[src/rtl/vga_fb_arbiter.sv]
// Single-port frame-buffer arbiter: scan-out owns the RAM during active video; buffered
// writer requests (and the optional full-frame clear, VGA_FB_CLEAR_EN) drain in blanking.
module vga_fb_arbiter #(
  parameter int unsigned H_ACTIVE   = 640,
  parameter int unsigned V_ACTIVE   = 480,
  parameter int unsigned ADDR_W     = 19,
  parameter int unsigned DATA_W     = 3,
  parameter int unsigned FIFO_DEPTH = 4
) (
  input  logic              clk,
  input  logic              rst,
  input  logic [9:0]        x,
  input  logic [9:0]        y,
  input  logic              valid,
  input  logic              wr_valid,
  output logic              wr_ready,
  input  logic [ADDR_W-1:0] wr_addr,
  input  logic [DATA_W-1:0] wr_data,
  input  logic              clear_req,
  input  logic [DATA_W-1:0] clear_color,
  output logic              clear_busy,
  output logic [ADDR_W-1:0] mem_addr,
  output logic              mem_we,
  output logic [DATA_W-1:0] mem_wdata,
  input  logic [DATA_W-1:0] mem_rdata,
  output logic [DATA_W-1:0] pix_rgb
);

  localparam int unsigned       AREA      = H_ACTIVE * V_ACTIVE;
  localparam logic [ADDR_W-1:0] LAST_ADDR = ADDR_W'(AREA - 1);
  localparam int unsigned       PTR_W     = $clog2(FIFO_DEPTH);
  localparam logic [PTR_W-1:0]  PTR_ONE   = PTR_W'(1);
  localparam logic [PTR_W:0]    CNT_ONE   = (PTR_W + 1)'(1);
  localparam logic [PTR_W:0]    CNT_FULL  = (PTR_W + 1)'(FIFO_DEPTH);

`ifdef VGA_FB_CLEAR_EN
  typedef enum logic [1:0] {IDLE, SCAN, FIFO_WR, CLR_WR} state_t;
`else
  typedef enum logic [1:0] {IDLE, SCAN, FIFO_WR} state_t;
`endif

  state_t state;

  // Writer FIFO
  logic [ADDR_W-1:0] fifo_addr [FIFO_DEPTH];
  logic [DATA_W-1:0] fifo_data [FIFO_DEPTH];
  logic [PTR_W-1:0]  wr_ptr;
  logic [PTR_W-1:0]  rd_ptr;
  logic [PTR_W:0]    count;
  logic              fifo_empty;
  logic              push;
  logic              pop;
  logic              clr_active;
  logic [ADDR_W-1:0] head_addr;
  logic [DATA_W-1:0] head_data;

  assign fifo_empty = (count == '0);
  assign wr_ready   = (count != CNT_FULL);
  assign push       = wr_valid && wr_ready;
  assign pop        = !valid && !clr_active && !fifo_empty;
  assign head_addr  = fifo_addr[rd_ptr];
  assign head_data  = fifo_data[rd_ptr];

  always_ff @(posedge clk or negedge rst) begin
    if (!rst) begin
      wr_ptr <= '0;
      rd_ptr <= '0;
      count  <= '0;
    end else begin
      if (push) wr_ptr <= wr_ptr + PTR_ONE;
      if (pop)  rd_ptr <= rd_ptr + PTR_ONE;
      case ({push, pop})
        2'b10:   count <= count + CNT_ONE;
        2'b01:   count <= count - CNT_ONE;
        default: ;
      endcase
    end
  end

  always_ff @(posedge clk) begin
    if (push) begin
      fifo_addr[wr_ptr] <= wr_addr;
      fifo_data[wr_ptr] <= wr_data;
    end
  end

`ifdef VGA_FB_CLEAR_EN
  logic [ADDR_W-1:0] clr_cnt;
  logic [DATA_W-1:0] clr_color;
  logic              clr_busy;

  // Counter only advances on blanking cycles, matching the CLR_WR owner decision.
  always_ff @(posedge clk or negedge rst) begin
    if (!rst) begin
      clr_busy  <= 1'b0;
      clr_cnt   <= '0;
      clr_color <= '0;
    end else if (!clr_busy) begin
      if (clear_req) begin
        clr_busy  <= 1'b1;
        clr_cnt   <= '0;
        clr_color <= clear_color;
      end
    end else if (!valid) begin
      if (clr_cnt == LAST_ADDR) clr_busy <= 1'b0;
      else                      clr_cnt  <= clr_cnt + ADDR_W'(1);
    end
  end

  assign clr_active = clr_busy;
  assign clear_busy = clr_busy;
`else
  logic unused_clear;
  assign unused_clear = ^{clear_req, clear_color};
  assign clr_active   = 1'b0;
  assign clear_busy   = 1'b0;
`endif

  // Owner decision; an out-of-range FIFO entry is popped without issuing a write.
  always_ff @(posedge clk or negedge rst) begin
    if (!rst) begin
      state     <= IDLE;
      mem_addr  <= '0;
      mem_we    <= 1'b0;
      mem_wdata <= '0;
    end else begin
      mem_we <= 1'b0;
      if (valid) begin
        state    <= SCAN;
        mem_addr <= ADDR_W'(32'(y) * H_ACTIVE + 32'(x));
`ifdef VGA_FB_CLEAR_EN
      end else if (clr_active) begin
        state     <= CLR_WR;
        mem_addr  <= clr_cnt;
        mem_we    <= 1'b1;
        mem_wdata <= clr_color;
`endif
      end else if (pop) begin
        state <= FIFO_WR;
        if (head_addr <= LAST_ADDR) begin
          mem_addr  <= head_addr;
          mem_we    <= 1'b1;
          mem_wdata <= head_data;
        end
      end else begin
        state <= IDLE;
      end
    end
  end

  // state==SCAN is valid delayed by one; scan_d supplies the second stage.
  logic scan_d;

  always_ff @(posedge clk or negedge rst) begin
    if (!rst) begin
      scan_d  <= 1'b0;
      pix_rgb <= '0;
    end else begin
      scan_d  <= (state == SCAN);
      pix_rgb <= scan_d ? mem_rdata : '0;
    end
  end

endmodule

[config.mk]
export PLATFORM = sky130hd
export DESIGN_NAME = vga_fb_arbiter
export DESIGN_NICKNAME = d
export VERILOG_FILES = /design/src/rtl/vga_fb_arbiter.sv
export SDC_FILE = /design/constraint.sdc
export NUM_CORES = 1
export LEC_CHECK = 0
export CORE_MARGIN = 4
export CORE_UTILIZATION = 45
export DETAILED_ROUTE_END_ITERATION = 12
export PLACE_DENSITY = 0.7
export SYNTH_ARGS = -nofsm -noshare
export SYNTH_HDL_FRONTEND = slang
export SYNTH_SLANG_ARGS = --single-unit
[constraint.sdc]
create_clock -name clk -period 5.5 [get_ports clk]
set_input_delay 0.55 -clock clk [delete_from_list [all_inputs] [get_ports clk]]
set_output_delay 0.55 -clock clk [all_outputs]
set_load 0.005 [all_outputs]
==> results of run 1 <==
[power groups by stage]
stage,Sequential (mW),Clock (mW),Combinational [mW]
finish,1.39,1.14,1.11
global route,1.42,1.21,1.22
detailed placement,1.41,0,1.12
CTS,1.39,1.16,1.13
global placement,1.39,0,1.10
floorplan,1.37,0,0.730
[cell type report]
class | instances | area, sq um | share of cell area
Sequential cell | 124 | 3540 | 0.499
Multi-Input combinational cell | 192 | 1870 | 0.263
Timing Repair Buffer | 82 | 798 | 0.112
Clock buffer | 18 | 429 | 0.0604
Tap cell | 168 | 210 | 0.0296
Clock inverter | 14 | 184 | 0.0259
Inverter | 18 | 67.6 | 0.00951
[path summary, 6_finish.rpt]
kind / end / slack, ns / from
setup / recovery: mem_addr[14] / 2.24 / y[1]
hold / removal: pix_rgb[1] / 0.27 / rst
min in group clk: scan_d / 0.39 / state[1]
setup reg to reg: mem_wdata[2] / 2.34 / rd_ptr[0]
hold reg to reg: scan_d / 0.39 / state[1]
max in group asynchronous: mem_addr[8] / 4.69 / rst
[state kept, by name, indices dropped and copies added, names as in the netlist]
register,cells
fifo_addr,76
mem_wdata,3
pix_rgb,3
fifo_data,12
mem_addr,19
count,3
scan_d,1
rd_ptr,2
wr_ptr,2
state,2
mem_we,1
[per-layer routing]
layer  vias up  wire, microns
met4         0            103
met5         -              0
met3        12            680
met2        80           5520
met1      1644           4740
li1       1532              -
[logic make-up after synthesis]
group / synth area share
simple gates: 0.0571
other cells: 0.000676
compound gates: 0.0823
xor+xnor: 0.0268
buf+inv: 0.0246
fa+ha+maj: 0.0649
mux: 0.105
flops: 0.639
[worst max-delay path, cell delays in order]
cell and delay, ns:
clkdlybuf4s50_1 0.46, ha_1 0.31, ha_1 0.22, fa_1 0.40, xor2_1 0.30, nor4b_1 0.43
or3b_2 0.50, xnor2_1 0.15, a22oi_1 0.15, nand2_1 0.06
[layout by cell type (no fill, tap or decap), drive strengths merged, types with 2 or more instances in the layout]
master / instances
a211oi: 5
a21o: 13
a21oi: 3
a221o: 2
a22o: 9
and2: 6
and3: 4
buf: 8
bufinv: 3
clkbuf: 18
clkdlybuf4s50: 74
clkinv: 5
dfrtp: 36
edfxtp: 88
fa: 3
ha: 24
inv: 23
mux2: 6
mux2i: 2
mux4: 22
nand2: 12
nand3: 6
nor2: 11
nor2b: 3
nor3: 4
nor3b: 3
o2111ai: 2
o21ai: 8
o21ba: 3
o221a: 2
o31ai: 3
or3: 3
xnor2: 10
xor2: 7
==> flow_summary.json, run 1 <==
{
  "grt_util_met1": 0.207,
  "critical_path.max_fanout": 3,
  "finish.instance_area_sq_um": 7100,
  "p_leak_nw": 2.75,
  "clock_power_share": 0.313,
  "finalCriticalPeriod_ns": 3.26,
  "synth.most_common_cell": "edfxtp_1",
  "ys_seq_area_frac": 0.639,
  "tns_ns": 0,
  "fin_hold_ws_ns": 0.266,
  "cts-hold-fix-buffers": 0,
  "critPathKind": "input port to register",
  "worst_slew_pin_slew_ns": 0.870,
  "pre_cts_ws_ns": 1.82,
  "slew_headroom": 0.420,
  "skew_ns": 0.0114,
  "dp_hpwl_microns": 7290,
  "grt_busiest_layer": "met2",
  "synth_area_sq_um": 5550,
  "slew_viol_final": 0,
  "antennaDiodeCount": 0,
  "drive_above_1_share": 0.154,
  "fp.dieH_microns": 119,
  "netlist_top_cells_count": "edfxtp_1 (88), dfrtp_1 (36), ha_1 (24), mux4_2 (22), inv_1 (17)",
  "post_dp_cell_area_sq_um": 6490,
  "antenna_found_initial": 0,
  "core_sq_um": 12100,
  "async_flop_share": 0.290,
  "crit_required_ns": 5.78,
  "syn_to_final_growth_pct": 28.0,
  "grt_pass1_vias": 3524,
  "setup_viol_count_final": 0,
  "cts_max_level": 4,
  "reg2reg_depth": 7,
  "p_int_mw": 2.57,
  "avgViaCountPerCell": 5.31,
  "grt_max_degree": 37,
  "dieArea_sq_um": 14200,
  "dp_cells": 584,
  "fillCellCount": 925,
  "utilization": 0.589,
  "start_util": 0.460,
  "num_vias": 3268,
  "rows": 40,
  "gr-usage-met3": 0.0570,
  "critPathLaunchType": "input port",
  "cap_viol_max_count": 0,
  "synth.distinct_cells": 56,
  "drt_first_pass_iters": 4,
  "clk_pin_slew_ns": 0.06,
  "synth_area_leader_cell": "edfxtp_1",
  "drc": 0,
  "hp-class": "input port to asynchronous set/reset pin",
  "synth_edf_count": 88,
  "yosys_warnings": 0,
  "fmax_mhz": 307,
  "gr-usage-all-layers": 0.166,
  "syn_inst": 344,
  "grt-ovfl-total": 0,
  "cts_sinks": 124,
  "cts_buffer_depth": 2,
  "die_x_microns": 119,
  "critPathArrivalTime_ns": 3.54,
  "ioPinCount": 81,
  "nets": 515,
  "ys.flop_type": "edfxtp_1",
  "postRouteAntennaNets": 0,
  "crit_path_end_kind": "register",
  "use_met2": 0.273,
  "syn_avg_cell_area_sq_um": 16.1,
  "cts_buffers": 17,
  "drt_iter0_markers": 203,
  "switching_share": 0.292,
  "port_buffers": 75,
  "clk_latency_ns": 0.40,
  "status": "completed",
  "synth_fp_nets": 424,
  "synth.area.top_cells": "edfxtp_1 (48%), dfrtp_1 (16%), mux4_2 (8.9%)",
  "fin_crit_sh": 0.592,
  "postCtsSetupRepairBufs": 0,
  "synth_seq_cells": 124,
  "cts-root-buf": "clkbuf_16",
  "rsz0062_at_grt": "no",
  "routabilityCongestion": 0.792,
  "post_layout_nonfiller_instances": 616,
  "peakVddDrop_mv": 0.297,
  "hold_violations": 0,
  "routed_wl_microns": 11000,
  "cts_resized": 0,
  "cts_tree": "done",
  "p_switching_mw": 1.06,
  "p_seq_frac": 0.382,
  "wl_per_cell_microns": 17.9,
  "setup_slack_ns": 2.24,
  "power_mw": 3.64,
  "combPwrFrac": 0.305,
  "powerDensity_nw_per_um2": 512,
  "grt_pass1_wl_microns": 18200,
  "yosysTopAreaCellShare": 0.476
}
Power figures use the tool's default switching activity.
==> run 2, diff against run 1 <==
==> constraint.sdc (replaced) <==
create_clock -name clk -period 3.1 [get_ports clk]
set_input_delay 0.31 -clock clk [delete_from_list [all_inputs] [get_ports clk]]
set_output_delay 0.31 -clock clk [all_outputs]
set_load 0.005 [all_outputs]
==> run 2 against run 1 <==
Cell count increased by 2.6%. Sequential share of layout area decreased by 0.95 points. Critical path depth unchanged. Die area unchanged. Sequential power increased by 78%. Final area increased by 1.9%. First-iteration DRC count increased by 14%. Utilization increased by 1.1 points. Highest routed layer unchanged. Total power increased by 81%. Clock skew decreased by 0.0042 ns. Setup slack got worse by 2.0 ns. Critical path type unchanged. Global-route usage increased by 0.15 points.
==> flow_summary.json, run 2 (same netlist as run 1, synthesis figures left out) <==
{
  "worst_slew_pin_slew_ns": 0.864,
  "p_seq_frac": 0.374,
  "largest_reg_flops": 76,
  "start_util": 0.460,
  "dieArea_sq_um": 14200,
  "finalCriticalPeriod_ns": 2.90,
  "core_sq_um": 12100,
  "p_leak_nw": 2.82,
  "grt-ovfl-total": 0,
  "status": "completed",
  "gr-usage-all-layers": 0.168,
  "peakVddDrop_mv": 0.431,
  "cpMaxStageDelayCell": "or3b_2",
  "pre_cts_ws_ns": -0.226,
  "postRouteAntennaNets": 0,
  "r2r-end": "mem_addr[15]",
  "critPathKind": "input port to register",
  "top_regs": "fifo_addr x76, mem_addr x19, fifo_data x12",
  "cts_buffer_depth": 2,
  "cts_tree": "done",
  "nets": 531,
  "cts_buffers": 17,
  "startpoint": "y[1]",
  "antenna_found_initial": 0,
  "crit_top_cell": "ha_1",
  "grt_pass1_vias": 3613,
  "dp_hpwl_microns": 7700,
  "setup_viol_count_final": 0,
  "crit_path_end_kind": "register",
  "powerDensity_nw_per_um2": 910,
  "routabilityCongestion": 0.785,
  "postCtsSetupRepairBufs": 0,
  "max_stage_delay_ns": 0.50,
  "p_switching_mw": 1.83,
  "drt_iter0_markers": 232,
  "setup_slack_ns": 0.201,
  "switching_share": 0.278,
  "dp_cells": 600,
  "r2r_slack_ns": 0.36,
  "critPathArrivalTime_ns": 3.18,
  "post_layout_nonfiller_instances": 632,
  "cts-root-buf": "clkbuf_16",
  "num_vias": 3322,
  "antennaDiodeCount": 0,
  "slew_headroom": 0.424,
  "regMostFlops": "fifo_addr",
  "p_int_mw": 4.76,
  "critPathLaunchType": "input port",
  "wl_per_cell_microns": 17.6,
  "crit_required_ns": 3.38,
  "cap_viol_max_count": 0,
  "cts_sinks": 124,
  "cts_max_level": 4,
  "clock_power_share": 0.318,
  "routed_wl_microns": 11100,
  "combPwrFrac": 0.308,
  "critical_path.max_fanout": 2,
  "worst-path-buf-inv": 1,
  "skew_ns": 0.00717,
  "layout_commonest_cell": "edfxtp_1",
  "clk_pin_slew_ns": 0.05,
  "fin_crit_sh": 0.935,
  "grt_max_degree": 37,
  "slew_viol_final": 0,
  "clk_latency_ns": 0.40,
  "rsz0062_at_grt": "no",
  "fmax_mhz": 345,
  "grt_pass1_wl_microns": 18400,
  "ioPinCount": 81,
  "port_buffers": 75,
  "rows": 40,
  "fp.dieH_microns": 119,
  "die_x_microns": 119,
  "drive_above_1_share": 0.177,
  "avgViaCountPerCell": 5.26,
  "syn_to_final_growth_pct": 30.5,
  "cts-hold-fix-buffers": 0,
  "drc": 0,
  "drt_first_pass_iters": 4,
  "cts_resized": 0,
  "hold_violations": 0,
  "reg2reg_depth": 9,
  "fin_hold_ws_ns": 0.0239,
  "path_delay_family": "simple AND/OR/NAND/NOR gates",
  "layout_common_cells": "edfxtp_1 (88), clkdlybuf4s50_1 (74), dfrtp_1 (36)",
  "crit_chain": "clkdlybuf4s50_1 -> ha_1 -> ha_1 -> fa_1 -> xor2_1 -> nor4b_1 -> or3b_2 -> xnor2_1 -> a22oi_1 -> nand2_1",
  "hp-class": "input port to asynchronous set/reset pin",
  "r2r-start": "rd_ptr[0]"
}
run 2: cell count changes in the layout (fill, tap and decap cells not counted), moves of 2 or more:
cell	previous run	this run
buf_4	7	23
bufinv_16	3	5
clkinv_1	0	2
clkinv_4	4	0
clkinvlp_4	1	4
inv_6	4	0
run 2: power by group through the flow:
| stage | combinational, mW | clock (mW) | sequential [mW] |
|---|---|---|---|
| floorplan | 1.30 | 0 | 2.42 |
| global placement | 2.01 | 0 | 2.48 |
| detailed placement | 2.06 | 0 | 2.50 |
| CTS | 2.07 | 2.13 | 2.48 |
| global route | 2.24 | 2.22 | 2.52 |
| finish | 2.03 | 2.09 | 2.47 |
run 2: worst max path at each step:
stage / to / slack [ns] / depth (start not counted)
after CTS: mem_addr[14] / 0.19 / 10
after global routing: mem_addr[18] / 0.07 / 12
after floorplan: mem_addr[16] / 0.47 / 9
final: mem_addr[14] / 0.20 / 10
after detailed placement: mem_addr[14] / -0.23 / 10
after global placement: mem_addr[14] / -0.04 / 10
run 2: final cells by class:
type | instances | area (sq um)
Clock buffer | 19 | 433
Tap cell | 168 | 210
Fill cell | 931 | 4820
Timing Repair Buffer | 98 | 918
Clock inverter | 13 | 198
Inverter | 18 | 67.6
Sequential cell | 124 | 3540
Multi-Input combinational cell | 192 | 1870
run 2: per-stage QoR:
stage,power [mW],TNS (ns),area [sq um],util
finish,6.59,0,7240,0.600
global route,6.98,0,7240,0.600
CTS,6.67,0,7240,0.600
detailed placement,4.56,-0.442,6610,0.548
global placement,4.50,-0.0664,6610,0.548
floorplan,3.72,0,5550,-
run 2: routing by layer:
metal  track usage  wire, microns  share of wire  up-vias
met4        0.0601            144          0.013        0
met3        0.0579            663          0.060       11
met2         0.277           5540           0.50       92
li1              -              -              -     1558
met5             0              0              0        -
met1         0.206           4760           0.43     1661
